==> src/rtl/bpu_pkg.sv <==
// Shared types and constants for the branch-predictor update sequencer.
package bpu_pkg;

   localparam int PC_W  = 32;
   localparam int TAG_W = 27;
   localparam int IDX_W = PC_W - TAG_W;

   localparam logic [PC_W-1:0] PC_INCR = PC_W'(4);

   typedef enum logic {
      INIT,
      RUN
   } bpu_state_e;

   typedef struct packed {
      logic [IDX_W-1:0] index;
      logic [TAG_W-1:0] tag;
      logic [PC_W-1:0]  target;
      logic             valid;
   } upd_entry_t;

endpackage

==> src/rtl/bpu_update_fifo.sv <==
// Synchronous FIFO for pending table updates; a push while full is taken only if a pop frees a slot.
module bpu_update_fifo
   import bpu_pkg::*;
#(
   parameter int  DEPTH   = 4,
   parameter type entry_t = upd_entry_t
) (
   input  logic   clk_in,
   input  logic   rst_in,
   input  logic   push_in,
   input  entry_t push_data_in,
   input  logic   pop_in,
   output entry_t pop_data_out,
   output logic   full_out,
   output logic   empty_out
);

   localparam int AW = $clog2(DEPTH);

   // One extra pointer bit separates full from empty when the indices match.
   logic [AW:0] wr_ptr_q, wr_ptr_d;
   logic [AW:0] rd_ptr_q, rd_ptr_d;
   entry_t      mem_q [DEPTH];
   logic        push_ok;
   logic        pop_ok;

   assign empty_out    = (wr_ptr_q == rd_ptr_q);
   assign full_out     = (wr_ptr_q[AW] != rd_ptr_q[AW]) && (wr_ptr_q[AW-1:0] == rd_ptr_q[AW-1:0]);
   assign pop_ok       = pop_in && !empty_out;
   assign push_ok      = push_in && (!full_out || pop_ok);
   assign pop_data_out = mem_q[rd_ptr_q[AW-1:0]];
   assign wr_ptr_d     = push_ok ? wr_ptr_q + 1'b1 : wr_ptr_q;
   assign rd_ptr_d     = pop_ok  ? rd_ptr_q + 1'b1 : rd_ptr_q;

   always_ff @(posedge clk_in) begin
      if (rst_in) begin
         wr_ptr_q <= '0;
         rd_ptr_q <= '0;
      end else begin
         wr_ptr_q <= wr_ptr_d;
         rd_ptr_q <= rd_ptr_d;
      end
   end

   // NOTE: storage is deliberately not reset; the pointers alone define which slots are live.
   always_ff @(posedge clk_in) begin
      if (push_ok) begin
         mem_q[wr_ptr_q[AW-1:0]] <= push_data_in;
      end
   end

endmodule

==> src/rtl/bpu_update_ctrl.sv <==
// Branch-predictor table write sequencer: mispredict flush/redirect, update queue, reset invalidation sweep.
// Optional build macro BPU_CTRL_STATS_EN adds saturating mispredict and drop counters.
module bpu_update_ctrl
   import bpu_pkg::*;
#(
   parameter int PC     = PC_W,
   parameter int TAG    = TAG_W,
   parameter int QDEPTH = 4
) (
   input  logic              clk_in,
   input  logic              rst_in,
   input  logic              resolve_valid_in,
   input  logic [PC-1:0]     resolve_pc_in,
   input  logic              resolve_taken_in,
   input  logic [PC-1:0]     resolve_target_in,
   input  logic              pred_taken_in,
   input  logic [PC-1:0]     pred_target_in,
   output logic              flush_out,
   output logic [PC-1:0]     redirect_pc_out,
   output logic              tbl_write_out,
   output logic [PC-TAG-1:0] tbl_index_out,
   output logic [TAG-1:0]    tbl_tag_out,
   output logic [PC-1:0]     tbl_target_out,
   output logic              tbl_valid_out,
   output logic              init_busy_out
`ifdef BPU_CTRL_STATS_EN
   ,
   output logic [31:0]       mispredict_count_out,
   output logic [15:0]       drop_count_out
`endif
);

   localparam int IDX = PC - TAG;

   // The queued entry type is fixed by the package, so the widths must agree with it.
   if (PC != PC_W || TAG != TAG_W) begin : g_cfg_check
      $error("bpu_update_ctrl: PC/TAG must match bpu_pkg widths");
   end

   bpu_state_e     state_q, state_d;
   logic [IDX-1:0] sweep_q, sweep_d;
   logic           flush_q;
   logic [PC-1:0]  redirect_q, redirect_d;
   logic           tbl_write_q, tbl_write_d;
   upd_entry_t     tbl_q, tbl_d;
   logic           busy_q;

   logic           mispredict;
   logic           pop;
   logic           push_accept;
   upd_entry_t     push_entry;
   upd_entry_t     head_entry;
   logic           fifo_full;
   logic           fifo_empty;

   assign mispredict = resolve_valid_in &&
                       ((resolve_taken_in != pred_taken_in) ||
                        (resolve_taken_in && (resolve_target_in != pred_target_in)));
   assign redirect_d = mispredict ? (resolve_taken_in ? resolve_target_in : resolve_pc_in + PC_INCR)
                                  : redirect_q;

   assign push_entry = '{index:  resolve_pc_in[IDX-1:0],
                         tag:    resolve_pc_in[PC-1:IDX],
                         target: resolve_taken_in ? resolve_target_in : '0,
                         valid:  resolve_taken_in};

   // The queue only drains once the sweep has finished; a full queue takes a push only alongside a pop.
   assign pop         = (state_q == RUN) && !fifo_empty;
   assign push_accept = mispredict && (!fifo_full || pop);

   bpu_update_fifo #(
      .DEPTH   (QDEPTH),
      .entry_t (upd_entry_t)
   ) u_fifo (
      .clk_in       (clk_in),
      .rst_in       (rst_in),
      .push_in      (push_accept),
      .push_data_in (push_entry),
      .pop_in       (pop),
      .pop_data_out (head_entry),
      .full_out     (fifo_full),
      .empty_out    (fifo_empty)
   );

   // NOTE: every always_comb output gets a default first so no path leaves it unassigned (no latches).
   always_comb begin
      state_d     = state_q;
      sweep_d     = sweep_q;
      tbl_write_d = 1'b0;
      tbl_d       = tbl_q;
      unique case (state_q)
         INIT: begin
            tbl_write_d = 1'b1;
            tbl_d       = '{index: sweep_q, tag: '0, target: '0, valid: 1'b0};
            sweep_d     = sweep_q + 1'b1;
            if (sweep_q == '1) begin
               state_d = RUN;
            end
         end
         RUN: begin
            if (pop) begin
               tbl_write_d = 1'b1;
               tbl_d       = head_entry;
            end
         end
         default: state_d = INIT;
      endcase
   end

   // NOTE: state registers use non-blocking assignments so every flop samples pre-edge values.
   always_ff @(posedge clk_in) begin
      if (rst_in) begin
         state_q     <= INIT;
         sweep_q     <= '0;
         flush_q     <= 1'b0;
         redirect_q  <= '0;
         tbl_write_q <= 1'b0;
         tbl_q       <= '0;
         busy_q      <= 1'b1;
      end else begin
         state_q     <= state_d;
         sweep_q     <= sweep_d;
         flush_q     <= mispredict;
         redirect_q  <= redirect_d;
         tbl_write_q <= tbl_write_d;
         tbl_q       <= tbl_d;
         busy_q      <= (state_q == INIT);
      end
   end

   assign flush_out       = flush_q;
   assign redirect_pc_out = redirect_q;
   assign tbl_write_out   = tbl_write_q;
   assign tbl_index_out   = tbl_q.index;
   assign tbl_tag_out     = tbl_q.tag;
   assign tbl_target_out  = tbl_q.target;
   assign tbl_valid_out   = tbl_q.valid;
   assign init_busy_out   = busy_q;

`ifdef BPU_CTRL_STATS_EN
   logic [31:0] mis_cnt_q;
   logic [15:0] drop_cnt_q;
   logic        drop;

   assign drop = mispredict && !push_accept;

   always_ff @(posedge clk_in) begin
      if (rst_in) begin
         mis_cnt_q  <= '0;
         drop_cnt_q <= '0;
      end else begin
         if (mispredict && (mis_cnt_q != '1)) begin
            mis_cnt_q <= mis_cnt_q + 1'b1;
         end
         if (drop && (drop_cnt_q != '1)) begin
            drop_cnt_q <= drop_cnt_q + 1'b1;
         end
      end
   end

   assign mispredict_count_out = mis_cnt_q;
   assign drop_count_out       = drop_cnt_q;
`endif

endmodule
==> config.mk <==
export PLATFORM = sky130hd
export DESIGN_NAME = bpu_update_ctrl
export DESIGN_NICKNAME = d
export VERILOG_FILES = /design/src/rtl/bpu_pkg.sv /design/src/rtl/bpu_update_fifo.sv /design/src/rtl/bpu_update_ctrl.sv
export SDC_FILE = /design/constraint.sdc
export NUM_CORES = 1
export LEC_CHECK = 0
export CORE_AREA = 2 2 151 190
export DETAILED_ROUTE_END_ITERATION = 6
export DIE_AREA = 0 0 153 192
export PLACE_DENSITY = 0.88
export SKIP_LAST_GASP = 1
export SYNTH_ARGS = -nofsm -noshare
export SYNTH_HDL_FRONTEND = slang
export SYNTH_SLANG_ARGS = --single-unit
==> constraint.sdc <==
create_clock -name clk_in -period 9.1 [get_ports clk_in]
set_clock_uncertainty 0.1 [all_clocks]
set_input_delay 2.275 -clock clk_in [delete_from_list [all_inputs] [get_ports clk_in]]
set_output_delay 2.275 -clock clk_in [all_outputs]
set_load 0.01 [all_outputs]
==> results.cfg <==
[sta]
setup_violations = 0
rsz0062_at_grt = false
period_share = 0.622
maxSlewHeadroom = 0.185
totalNegativeSetupSlack_ps = 0
fmaxAchievable_ghz = 0.177
slew_violations = 0
hold_violations = 0
worst_slew_pin_slew_ps = 1220
setup_slack_ps = 3440
post-route-min-period_ps = 5660

[logic_synthesis]
synth_seq_cells = 374
synth_cell_types = 49
yosysWarnings = 0
syn_avg_cell_area_um2 = 14.3
synth-edff-count = 260
async_flop_share = 0
synth_ff_type = edfxtp_1
syn_area_um2 = 15000
ys_seq_area_frac = 0.675
synth_nets = 1154
syn_inst = 1045

[detailed_routing]
vias_per_cell = 6.24
ant_nets = 0
firstDrtPassIters = 5
post_drt_wl_per_cell_um = 25.1
drt_wl_total_mm = 40.4
vias = 10000
drtIter0Drc = 978
drc = 0

[grt]
grt.total_usage = 0.274
grt_max_degree = 69
grt_pass1_vias = 10000
antenna_found_initial = 2
grt_pass1_wl_mm = 61.1
grt-ovfl-total = 0

[clock_tree]
h-tree-depth = 2
clkTransAtPathRegs_ps = 60
cts_made_buffers = 35
numClockSinks = 374
clockRootBuffer = clkbuf_16
cts_resized = 0
clock_latency_ps = 520
post-cts-setup-buffers = 0
tritoncts = done
clock_path_buffers = 3
ctsHoldBuffers = 0

[floorplanning]
die-height_um = 192
io_pins = 201
rows = 68
initial_core_util = 0.544
die_area_um2 = 29400
die_w_um = 153
design.core.area_um2 = 27500

[worst_setup_path]
startpoint_type = primary input
cp.required_ps = 9190
crit_path_end_kind = register
critical_path_class = primary input to register
arrival_ps = 5750
cp_max_fo = 41

[final_layout]
seq_area_um2 = 10100
area_growth_pct = 24.0
fin_area_um2 = 18500
fin_nets = 1342
n_fill_cell = 1796
drive_above_1_share = 0.132
final_cell_mix = 260 x edfxtp_1, 198 x clkdlybuf4s50_1, 141 x nand2_1
final_common_cell = edfxtp_1
multi_input_area_um2 = 4620

[placed_design]
hpwl_mm = 25.8
gp_congestion = 0.864
place_area_um2 = 17300
portBuffers = 200
dp_slack_ps = 2860

[power]
power.leakage_nw = 5.93
ir_drop_mv = 0.164
p_per_area_nw_per_um2 = 205

[status]
status = complete, no violations

[flow_run]
max-cap-violations = 0

[worst_hold_path]
min_path_type = register to register
## flip-flops by register name, summed over array words and instances (netlist names), named ones only
signal / flops
flush_out: 1
init_busy_out: 1
redirect_pc_out: 32
state_q: 1
sweep_q: 5
tbl_index_out: 5
tbl_tag_out: 27
tbl_target_out: 32
tbl_valid_out: 1
tbl_write_out: 1
u_fifo.mem_q: 260
u_fifo.rd_ptr_q: 3
u_fifo.wr_ptr_q: 3
## area by class of cell
class	count	area share
Sequential cell	374	0.544
Tap cell	350	0.0236
Antenna cell	1	0.000135
Timing Repair Buffer	214	0.113
Multi-Input combinational cell	602	0.249
Inverter	6	0.00121
Clock buffer	45	0.0537
Clock inverter	18	0.0150
## worst max-delay path, stage by stage
cell             delay [ps]
clkdlybuf4s50_1         510
xnor2_1                 510
nand4_1                 220
nor3_1                  490
and3_1                  250
buf_4                   370
nor2_1                  140
and2_2                  490
buf_4                   420
## Yosys cell counts (4+ instances only)
| cell type | count | area share |
|---|---|---|
| mux4_2 | 65 | 0.098 |
| and2_1 | 34 | 0.014 |
| a31o_2 | 6 | 0.0035 |
| a211o_1 | 8 | 0.0047 |
| nand2_1 | 142 | 0.036 |
| nor4_1 | 4 | 0.0017 |
| and3_1 | 8 | 0.0033 |
| xor2_1 | 22 | 0.013 |
| o21ai_0 | 35 | 0.012 |
| nor2_1 | 31 | 0.0078 |
| a211oi_1 | 6 | 0.0030 |
| dfxtp_1 | 114 | 0.15 |
| o31ai_1 | 4 | 0.0020 |
| a21oi_1 | 90 | 0.030 |
| buf_2 | 10 | 0.0033 |
| edfxtp_1 | 260 | 0.52 |
| nand3_1 | 21 | 0.0070 |
| o211ai_1 | 9 | 0.0045 |
| clkbuf_1 | 44 | 0.011 |
| nor3_1 | 7 | 0.0023 |
| inv_1 | 6 | 0.0015 |
| xnor2_1 | 45 | 0.026 |
| ha_1 | 8 | 0.0067 |
| o21a_1 | 7 | 0.0035 |
| a311oi_1 | 5 | 0.0029 |
| buf_1 | 8 | 0.0020 |
| nand4_1 | 16 | 0.0067 |
## final timing paths
kind / slack, ps / cells after the start / from / endpoint
setup / recovery: 3440 / 9 / resolve_target_in[30] / u_fifo.mem_q[1][35]
hold / removal: 350 / 2 / tbl_target_out[16] / tbl_target_out[16]
setup reg to reg: 6000 / 6 / u_fifo.wr_ptr_q[0] / u_fifo.mem_q[1][35]
hold reg to reg: 350 / 2 / tbl_target_out[16] / tbl_target_out[16]
## per-stage QoR
step / utilization / hold slack [ps] / cells / power [mW]
after global placement: 0.628 / 339 / 1546 / 2.20
after global routing: 0.675 / 370 / 1610 / 3.89
after floorplan: - / 364 / 1045 / 2.06
after CTS: 0.675 / 354 / 1609 / 3.80
after detailed placement: 0.628 / 345 / 1546 / 2.21
final: 0.675 / 351 / 1610 / 3.80
## power breakdown
part           total, mW  internal [mW]  leakage, nW  switching [mW]
clock               1.61          0.976        0.606           0.634
sequential          1.90           1.87         3.32          0.0252
combinational      0.287          0.118         2.00           0.169
total               3.80           2.97         5.93           0.828
## cell families (layout without fill, tap and decap cells)
logic type	Yosys count	in the layout	share of synthesized area
DFF	374	374	0.675
and+or+nand+nor	282	282	0.0907
AOI/OAI and AO/OA	177	177	0.0704
buffers and inverters	69	283	0.0184
muxes	68	68	0.100
xor gates and xnor gates	67	67	0.0392
adders and majority gates	8	8	0.00669
other	0	1	0
## routing by layer
| layer | wire length [µm] | track usage |
|---|---|---|
| met5 | 13 | 0 |
| met2 | 19400 | 0.445 |
| met3 | 4310 | 0.0589 |
| met1 | 14900 | 0.361 |
| met4 | 1720 | 0.117 |
Power figures use the tool's default switching activity.
==> edit 1 (config.mk and constraints unchanged) <==
`TAG_W`: 27 -> 31.
--- a/src/rtl/bpu_pkg.sv
+++ b/src/rtl/bpu_pkg.sv
@@ -2,7 +2,7 @@
 package bpu_pkg;
 
    localparam int PC_W  = 32;
-   localparam int TAG_W = 27;
+   localparam int TAG_W = 31;
    localparam int IDX_W = PC_W - TAG_W;
 
    localparam logic [PC_W-1:0] PC_INCR = PC_W'(4);
Interface: changed (resized tbl_index_out and tbl_tag_out); port bits go from 201 to 201. No check against the original RTL was run, so the function may have changed too.
==> edit 1 against the unedited design <==
  * Setup slack better by 0.17 ns
  * Power grew 1.5%
  * Clock power is 9% lower
  * Sequential cell count fell by 4
  * Non-clock buffer count unchanged
  * Sequential share of layout area rose by 0.30 points
  * Wire length is 3.5% lower
  * Synthesized area is 0.35% lower
  * Hold slack barely moved
  * Cell area down 1.3%
==> edit 1: results (changes against the unedited design) <==
Status
  • Status: finished clean

Worst setup path
  • Worst Setup SP: resolve_target_in[20]
  • R2r endpoint: u_fifo.mem_q[2][61]$_DFFE_PP_
  • R2R Path Start: u_fifo.wr_ptr_q[1]$_SDFFE_PP0P_
  • R2R Setup Slk: 6.14 ns (+0.14 ns)
  • Arr. time, crit path: 5.57 ns (-0.18 ns)
  • Critical path peak fanout: 44 (+7.3%)

Logic synthesis
  • FF+latch count, synth: 370 (-1.1%)
  • Sequential area share after synthesis: 67.2% (-0.30 points)
  • Synth top area cells: edfxtp_1, dfxtp_1, mux4_2
  • Top cells by count, synth: edfxtp_1, nand2_1, dfxtp_1
  • Post-synth net total: 1138 (-1.4%)
  • Synth Cell Area: 0.0149 mm^2 (-0.35%)
  • Cell variety after synth: 58 (+18%)

Global route
  • GRT met1 Usage: 32.5% (-3.6 points)
  • Largest net degree at the start of global routing: 66 (-4.3%)
  • All-Layer GR Usage: 26.2% (-1.2 points)
  • Vias in the first global route: 9866 (-1.6%)
  • M3 GR Usage: 5.08% (-0.81 points)

Route
  • Metal2 WL: 19200 um (-1.0%)
  • Met3 routed WL: 4040 um (-6.1%)
  • Avg WL per Cell: 24.4 um (-2.6%)
  • Vias per inst: 6.24 (about the same)
  • Wl on met1: 13600 um (-8.9%)

Cells and area
  • Footprint of the multi-input gates: 0.00453 mm^2 (-1.8%)
  • Sequential portion of the cell area: 54.7% (+0.30 points)
  • FILL cells: 1785 (-0.61%)
  • Inverter count: 14 (+8)
  • Layout Nets: 1325 (-1.3%)
  • Layout cell share with drive strength beyond 1: 14.1% (+0.96 points)

Clock tree
  • Cts bufs inserted: 34 (-2.9%)

Placement
  • Hpwl dp: 24800 um (-3.8%)

Timing
  • Fmax: 0.182 GHz (+3.1%)

Power
  • Pwr per Cell Area: 211 mW/mm^2 (+2.9%)
  • Internal power: 2920 uW (-1.4%)

Worst hold path
  • Hold Path End: tbl_target_out[22]$_SDFFE_PP0P_
## edit 1: stage by stage
| stage | hold WS (ns) | instances | cell area [um^2] |
|---|---|---|---|
| 2_1_floorplan | 0.361 | 1031 | 14900 |
| 4_1_cts | 0.351 | 1594 | 18300 |
| 3_5_place_dp | 0.344 | 1532 | 17100 |
| 5_1_grt | 0.369 | 1594 | 18300 |
| 6_report | 0.351 | 1595 | 18300 |
| 3_3_place_gp | 0.341 | 1532 | 17100 |
## edit 1: cells by family (layout without fill, tap and decap cells)
logic type | after synthesis | after routing | synth area share (%)
AO/OA/AOI/OAI | 167 | 167 | 6.63
multiplexers | 69 | 69 | 10.1
flip-flops | 370 | 370 | 67.2
buffers and inverters | 77 | 290 | 2.54
adder cells (fa/ha/maj) | 6 | 6 | 0.504
XOR/XNOR | 65 | 65 | 3.82
other | 0 | 1 | 0
AND/OR/NAND/NOR | 277 | 277 | 9.24
==> edit 2 (config.mk and constraints unchanged) <==
Without the edit above. Add an input register stage for `resolve_valid_in`, `resolve_pc_in`, `resolve_taken_in`, `resolve_target_in`, `pred_taken_in` and `pred_target_in`, without a reset; this delays them by one clock.
--- a/src/rtl/bpu_update_ctrl.sv
+++ b/src/rtl/bpu_update_ctrl.sv
@@ -32,6 +32,22 @@
 
    localparam int IDX = PC - TAG;
 
+   logic resolve_valid_q;
+   logic [PC-1:0] resolve_pc_q;
+   logic resolve_taken_q;
+   logic [PC-1:0] resolve_target_q;
+   logic pred_taken_q;
+   logic [PC-1:0] pred_target_q;
+
+   always_ff @(posedge clk_in) begin
+      resolve_valid_q  <= resolve_valid_in;
+      resolve_pc_q     <= resolve_pc_in;
+      resolve_taken_q  <= resolve_taken_in;
+      resolve_target_q <= resolve_target_in;
+      pred_taken_q     <= pred_taken_in;
+      pred_target_q    <= pred_target_in;
+   end
+
    // The queued entry type is fixed by the package, so the widths must agree with it.
    if (PC != PC_W || TAG != TAG_W) begin : g_cfg_check
       $error("bpu_update_ctrl: PC/TAG must match bpu_pkg widths");
@@ -53,16 +69,16 @@
    logic           fifo_full;
    logic           fifo_empty;
 
-   assign mispredict = resolve_valid_in &&
-                       ((resolve_taken_in != pred_taken_in) ||
-                        (resolve_taken_in && (resolve_target_in != pred_target_in)));
-   assign redirect_d = mispredict ? (resolve_taken_in ? resolve_target_in : resolve_pc_in + PC_INCR)
+   assign mispredict = resolve_valid_q &&
+                       ((resolve_taken_q != pred_taken_q) ||
+                        (resolve_taken_q && (resolve_target_q != pred_target_q)));
+   assign redirect_d = mispredict ? (resolve_taken_q ? resolve_target_q : resolve_pc_q + PC_INCR)
                                   : redirect_q;
 
-   assign push_entry = '{index:  resolve_pc_in[IDX-1:0],
-                         tag:    resolve_pc_in[PC-1:IDX],
-                         target: resolve_taken_in ? resolve_target_in : '0,
-                         valid:  resolve_taken_in};
+   assign push_entry = '{index:  resolve_pc_q[IDX-1:0],
+                         tag:    resolve_pc_q[PC-1:IDX],
+                         target: resolve_taken_q ? resolve_target_q : '0,
+                         valid:  resolve_taken_q};
 
    // The queue only drains once the sweep has finished; a full queue takes a push only alongside a pop.
    assign pop         = (state_q == RUN) && !fifo_empty;
Behaviour: not the same (Yosys sat finds a counterexample within 4 cycles, from zero or initial values and one cycle with rst_in high).
==> edit 2 against the unedited design <==
  * Clock power up 12%
  * Power grew 18%
  * Critical endpoint is now tbl_tag_out[4]$_SDFFE_PP0P_
  * Wire length increased by 5.7%
  * Highest routed layer is now met4
  * Cell area up 12%
  * Register-to-register slack got worse by 0.94 ns
  * Setup slack better by 0.48 ns
  * Sequential cell count rose by 99
  * Largest power group unchanged
  * Synthesized area grew 14%
==> edit 2: results (changes against the unedited design) <==
Cells and area
  • Layout cell share with drive strength beyond 1: 12.3% (-0.86 points)

Route
  • First-pass DRT Iterations: 6 (+1)
  • Vias per inst: 6.19 (-0.83%)

Worst setup path
  • R2R Path Start: resolve_taken_q$_DFF_P_
  • R2r endpoint: u_fifo.mem_q[2][56]$_DFFE_PP_
  • R2R Setup Slk: 5.06 ns (-0.94 ns)
  • Worst Setup EP: tbl_tag_out[4]$_SDFFE_PP0P_
  • Arr. time, crit path: 5.47 ns (-0.28 ns)
  • Worst Setup SP: rst_in

Logic synthesis
  • Synth top area cells: edfxtp_1, dfxtp_1, mux4_2
  • Synth Area in XOR/XNOR: 3.29% (-0.63 points)
  • Top cells by count, synth: edfxtp_1, dfxtp_1, nand2_1
  • Cell variety after synth: 50 (+2.0%)
  • Multiplexer share of the synthesized area: 9.37% (-0.63 points)
  • Post-synthesis compound-gate area fraction: 5.72% (-1.3 points)
  • Mapped Cells: 1154 (+10%)
  • Post-synth net total: 1263 (+9.4%)
  • Synth Area in Adders: 0.588% (-0.082 points)

Global route
  • Largest net degree at the start of global routing: 67 (-2.9%)
  • Initial antenna violation count: 1 (-1)

Timing
  • Tmin final: 5.18 ns (-0.477 ns)

Power
  • Worst vdd ir: 158 uV (-3.6%)

Placement
  • Hpwl dp: 26800 um (+3.9%)

Status
  • Status: finished clean

Clock tree
  • Cts bufs inserted: 44 (+26%)

Worst hold path
  • Hold Path End: tbl_tag_out[14]$_SDFFE_PP0P_
[edit 2: cell count changes in the layout (fill, tap and decap cells not counted), sizes merged, moves of 6 or more]
cell,unedited run,this run
nand2,142,155
clkbuf,45,57
a211o,8,2
o21a,7,13
mux2i,2,11
dfxtp,114,213
o211ai,9,15
clkinv,5,18
a31o,7,1
[edit 2: per-layer routing]
layer	vias up	GRT usage, %	share of wire, %
met5	-	0	0
met4	0	13.5	4.9
met3	123	4.54	8.5
met2	683	50.1	51
met1	5309	35.3	35
li1	4639	-	-
[edit 2: cell type report]
class	count	area, um^2
tap	350	438
multi-input combinational	611	4680
fill	1520	6710
inverter	8	30.0
timing repair buffer	213	2100
clock buffer	57	1230
clock inverter	25	210
sequential	473	12100
antenna	1	2.50
[edit 2: power by group]
group | switching, uW | internal, uW
clock | 767 | 1050
combinational | 155 | 122
sequential | 65.0 | 2340
total | 987 | 3510
